$ cat src/rtl/poly_arith_pkg.sv
// Shared arithmetic types and constants for the ML-KEM polynomial datapath.
// Coefficients live in [0, q-1] with q = 3329.
package poly_arith_pkg;

    typedef logic [11:0] coeff_t;
    typedef logic [23:0] prod_t;

    localparam coeff_t      Q         = 12'd3329;
    localparam logic [12:0] BARRETT_M = 13'd5039;
    localparam int          BARRETT_K = 24;

endpackage

$ cat src/rtl/barrett_reduce_24.sv
// Barrett reduction of a 24-bit product to a canonical coefficient.
// The quotient estimate is at most two short, so the remainder fits 14 bits.
module barrett_reduce_24
    import poly_arith_pkg::*;
(
    input  prod_t  prod,
    output coeff_t red
);

    logic [12:0] t;
    logic [13:0] tq;
    logic [13:0] r;
    logic [13:0] r1;

    assign t  = 13'((37'(prod) * 37'(BARRETT_M)) >> BARRETT_K);
    assign tq = 14'(t) * 14'(Q);
    assign r  = prod[13:0] - tq;
    assign r1 = (r >= 14'(Q)) ? r - 14'(Q) : r;
    assign red = (r1 >= 14'(Q)) ? 12'(r1 - 14'(Q)) : 12'(r1);

endmodule

$ cat src/rtl/mod_div_by_2.sv
// Modular halving: x/2 mod q for a canonical x.
// Odd values are made even by adding q before the shift.
module mod_div_by_2
    import poly_arith_pkg::*;
(
    input  coeff_t x,
    output coeff_t y
);

    assign y = x[0] ? 12'(({1'b0, x} + 13'(Q)) >> 1) : (x >> 1);

endmodule

$ cat src/rtl/gs_butterfly_pipe.sv
// Three-stage Gentleman-Sande butterfly for the inverse NTT, q = 3329.
// One global enable stalls every stage when the output is blocked.
module gs_butterfly_pipe
    import poly_arith_pkg::*;
#(
    parameter bit HALVE_EN = 1'b1
) (
    input  logic   clk_i,
    input  logic   rst_i,
    input  logic   valid_i,
    output logic   ready_o,
    input  coeff_t a_i,
    input  coeff_t b_i,
    input  coeff_t zeta_i,
    output logic   valid_o,
    input  logic   ready_i,
    output coeff_t a_o,
    output coeff_t b_o
);

    logic        en;
    logic [12:0] sum_w;
    logic [12:0] diff_w;
    coeff_t      sum_c;
    coeff_t      diff_c;
    prod_t       prod_c;
    coeff_t      red_c;

    logic   s1_v;
    coeff_t s1_sum;
    coeff_t s1_diff;
    coeff_t s1_zeta;

    logic   s2_v;
    coeff_t s2_sum;
    prod_t  s2_prod;

    logic   s3_v;
    coeff_t s3_sum;
    coeff_t s3_red;

    assign en      = !s3_v || ready_i;
    assign ready_o = en;
    assign valid_o = s3_v;

    assign sum_w  = {1'b0, a_i} + {1'b0, b_i};
    assign sum_c  = (sum_w >= 13'(Q)) ? 12'(sum_w - 13'(Q)) : sum_w[11:0];
    // Bit 12 is the borrow of the 13-bit subtraction.
    assign diff_w = {1'b0, a_i} - {1'b0, b_i};
    assign diff_c = diff_w[12] ? 12'(diff_w + 13'(Q)) : diff_w[11:0];
    assign prod_c = prod_t'(s1_diff) * prod_t'(s1_zeta);

    barrett_reduce_24 u_barrett (
        .prod (s2_prod),
        .red  (red_c)
    );

    always_ff @(posedge clk_i) begin
        if (rst_i) begin
            s1_v    <= 1'b0;
            s1_sum  <= '0;
            s1_diff <= '0;
            s1_zeta <= '0;
            s2_v    <= 1'b0;
            s2_sum  <= '0;
            s2_prod <= '0;
            s3_v    <= 1'b0;
            s3_sum  <= '0;
            s3_red  <= '0;
        end else if (en) begin
            s1_v    <= valid_i;
            s1_sum  <= sum_c;
            s1_diff <= diff_c;
            s1_zeta <= zeta_i;
            s2_v    <= s1_v;
            s2_sum  <= s1_sum;
            s2_prod <= prod_c;
            s3_v    <= s2_v;
            s3_sum  <= s2_sum;
            s3_red  <= red_c;
        end
    end

    // Raw outputs leave the final n^-1 scaling to a later pass.
    if (HALVE_EN) begin : g_halve
        mod_div_by_2 u_half_a (
            .x (s3_sum),
            .y (a_o)
        );
        mod_div_by_2 u_half_b (
            .x (s3_red),
            .y (b_o)
        );
    end else begin : g_raw
        assign a_o = s3_sum;
        assign b_o = s3_red;
    end

endmodule
$ cat config.mk
export PLATFORM = sky130hd
export DESIGN_NAME = gs_butterfly_pipe
export DESIGN_NICKNAME = d
export VERILOG_FILES = /design/src/rtl/poly_arith_pkg.sv /design/src/rtl/barrett_reduce_24.sv /design/src/rtl/mod_div_by_2.sv /design/src/rtl/gs_butterfly_pipe.sv
export SDC_FILE = /design/constraint.sdc
export NUM_CORES = 1
export LEC_CHECK = 0
export ABC_AREA = 0
export CORE_AREA = 2 2 183 221
export CTS_BUF_LIST = sky130_fd_sc_hd__clkbuf_8 sky130_fd_sc_hd__clkbuf_16
export CTS_CLUSTER_DIAMETER = 40
export CTS_CLUSTER_SIZE = 10
export DETAILED_ROUTE_END_ITERATION = 7
export DIE_AREA = 0 0 185 223
export DONT_BUFFER_PORTS = 1
export GPL_ROUTABILITY_DRIVEN = 0
export GPL_TIMING_DRIVEN = 0
export PLACE_DENSITY = 0.61
export SLEW_MARGIN = 20
export SYNTH_ARGS = -nofsm -noshare
export SYNTH_HDL_FRONTEND = slang
export SYNTH_SLANG_ARGS = --single-unit
$ cat constraint.sdc
create_clock -name clk_i -period 9.9 [get_ports clk_i]
set_input_delay 0.99 -clock clk_i [delete_from_list [all_inputs] [get_ports clk_i]]
set_output_delay 0.99 -clock clk_i [all_outputs]
set_load 0.01 [all_outputs]
==> results.yml <==
outcome:
  outcome: "finished, violations left"
  failed_checks: "setup timing"
detailed_routing:
  routed_wirelength_mm: 45.7
  routedWlPerCell_um: 17.0
  postRouteAntennaNets: 0
  drcViolationCount: 0
  drt-vias-per-instance: 5.30
  num_vias: 14200
  detail_route.first_pass.iterations: 7
  initial_detailed_routing_violation_count: 764
yosys:
  seq_total_area_yosys_pct: 11.4
  yosys_register_bits: 99
  syn_area_sq_um: 17400
  postSynth.asyncResetShare_pct: 0
  post_synth_inst_count: 2047
  post_synth.cell_area_avg_sq_um: 8.51
  post_synth_num_cell_types: 79
  synth.net_count: 2581
  yosys_most_used_dff: "dfxtp_1"
  synth.yosys.warnings: 0
  synth_edf_count: 0
global_routing:
  grt_first_pass_wirelength_mm: 75.0
  all_layer_gr_usage_pct: 22.9
  grt_start_max_net_pins: 20
  antenna_violations_before_repair: 1
  first_global_vias: 14800
  gr-total-overflow: 0
sta:
  report.final.setup_viol: 12
  worst_slew_slack_as_a_fraction_of_its_limit_pct: 46.2
  fin_crit_sh_pct: 103
  period_minus_slack_ns: 10.25
  finalHoldViolCount: 0
  clock.fmax_mhz: 97.6
  fin_skew_ns: 0.0129
  rsz_0062_raised_after_global_routing: "yes"
  worst_slew_pin_slew_ns: 0.803
  timing_max_transition_violations_final: 0
  finalWorstSetupSlack_ns: -0.345
clock_network:
  cts.path.max_buffers: 2
  clock_latency_ns: 0.37
  cts_max_level: 3
  cts_num_sinks: 99
  cts_root_buffer: "clkbuf_16"
  clkTransAtPathRegs_ns: 0.08
  numCtsBuffers: 9
  tritoncts: "yes"
  cts_hold_buffers: 0
floorplanning:
  die-width_um: 185
  die_area_sq_um: 41300
  floorplan.initialDensity_pct: 44.4
  floorplan.die.height_um: 223
  floorplan.rows: 80
  design.portCount: 66
  design.core.area_sq_um: 39200
final_layout:
  drive_above_1_share_pct: 12.6
  flow.area_growth_from_synthesis_pct: 14.6
  design.final.nets: 2683
critical_path:
  worst_setup_path_end_kind: "flip-flop"
  cpPeakStageDelay_ns: 0.63
  cp-start-kind: "flip-flop"
  critPathRequiredTime_ns: 10.19
  critical_path.max_fanout: 8
  timing.critical_path.slowest_stage_cell: "fa_2"
  worstPathArrival_ns: 10.53
  worst-setup-path-type: "reg2reg"
job:
  drv.max_cap_violation_count: 0
placed_design:
  dp_slack_ns: -1.46
  placement.io_buffers: 0
  place.detailed.hpwl_mm: 37.3
hold_path:
  hold_path_class: "reg2reg"
==> layout make-up <==
class	instances	area, sq um
Timing Repair Buffer	94	736
Inverter	352	1330
Buffer	68	273
Multi-Input combinational cell	1525	14600
Tap cell	533	667
Sequential cell	99	2060
Fill cell	3844	19300
Clock inverter	7	93.8
Antenna cell	1	2.50
Clock buffer	9	225
==> cells in the mapped netlist, drive strengths merged (31+ instances only) <==
master  instances  area, sq um
inv           352         1320
nand3          42          210
nand2         278         1040
clkbuf         65          244
dfxtp          99         1980
nor3           31          160
o21ai          53          269
a21oi         118          598
and2           54          338
fa            237         4740
nor2          101          379
xnor2          71          641
ha            257         3220
==> worst paths after layout <==
| path | slack [ns] | end | start | depth (start not counted) |
|---|---|---|---|---|
| worst max register to register | -0.35 | s3_red[8] | s2_prod[10] | 41 |
| worst max-delay path | -0.35 | s3_red[8] | s2_prod[10] | 41 |
| worst min-delay path | 0.45 | s2_sum[7] | s2_sum[7] | 2 |
| worst min register to register | 0.45 | s2_sum[7] | s2_sum[7] | 2 |
==> state kept, by name (all words and copies together) (netlist names), 12 cells and up <==
register and count:
s3_sum 12, s1_diff 12, s2_sum 12, s3_red 12, s1_zeta 12, s1_sum 12, s2_prod 24
==> routing by layer <==
layer  up-vias  wire length, um  share of wire, %  GRT usage (%)
li1       6868                -                 -              -
met1      7065            19600                43           28.2
met2       250            23600                52           41.9
met3        64             1160               2.5           1.73
met4         0             1330               2.9           7.37
met5         -                0                 0              0
==> placed cells by master, fill, tap and decap left out, types with 19 or more instances in the layout <==
cell type    n
a21oi_1    107
clkbuf_1    62
xnor2_1     62
o21ai_0     39
nand2_1    276
and2_1      54
fa_1       230
nor2_1      96
inv_1      337
dfxtp_1     77
xor2_1      28
buf_4       86
nand3_1     39
ha_1       231
nor3_1      23
dfxtp_4     19
==> what timing repair did <==
item,4_1_cts,5_1_grt
resized for setup,105,38
setup endpoints to repair,12,12
pin swaps,94,93
buffers inserted,69,24
==> cells by family (layout without fill, tap and decap cells) <==
family,Yosys count,in the layout,share of synthesized area (%)
fa+ha+maj,494,494,45.7
buf+inv,423,530,9.18
flops,99,99,11.4
other cells,0,1,0
compound gates,324,324,12.1
xor+xnor,103,103,5.45
simple gates,596,596,15.7
mux,8,8,0.460
==> per-stage QoR <==
step | hold slack (ns) | util, % | cell area [sq um] | cells | setup TNS, ns
detailed placement | 0.446 | 46.7 | 18300 | 2581 | -15.80
global placement | 0.439 | 46.6 | 18300 | 2580 | -16.58
finish | 0.454 | 50.9 | 20000 | 2688 | -3.55
floorplan | 0.425 | - | 17600 | 2047 | -0.0227
global route | 0.474 | 50.9 | 20000 | 2688 | -7.89
CTS | 0.457 | 50.0 | 19600 | 2664 | -3.02
==> critical path, delay by kind of cell, from the launching register on <==
kind                       cells  cell delay, ns
xor gates and xnor gates       2            0.48
buffers and inverters          6            0.44
DFF                            1            0.39
adders and majority gates     11            4.55
AOI/OAI and AO/OA             12            2.68
and+or+nand+nor               10            1.64
Power is left out: the tool's default activity adds up to more than one toggle a clock period on the data nets, which glitch-free logic cannot reach.
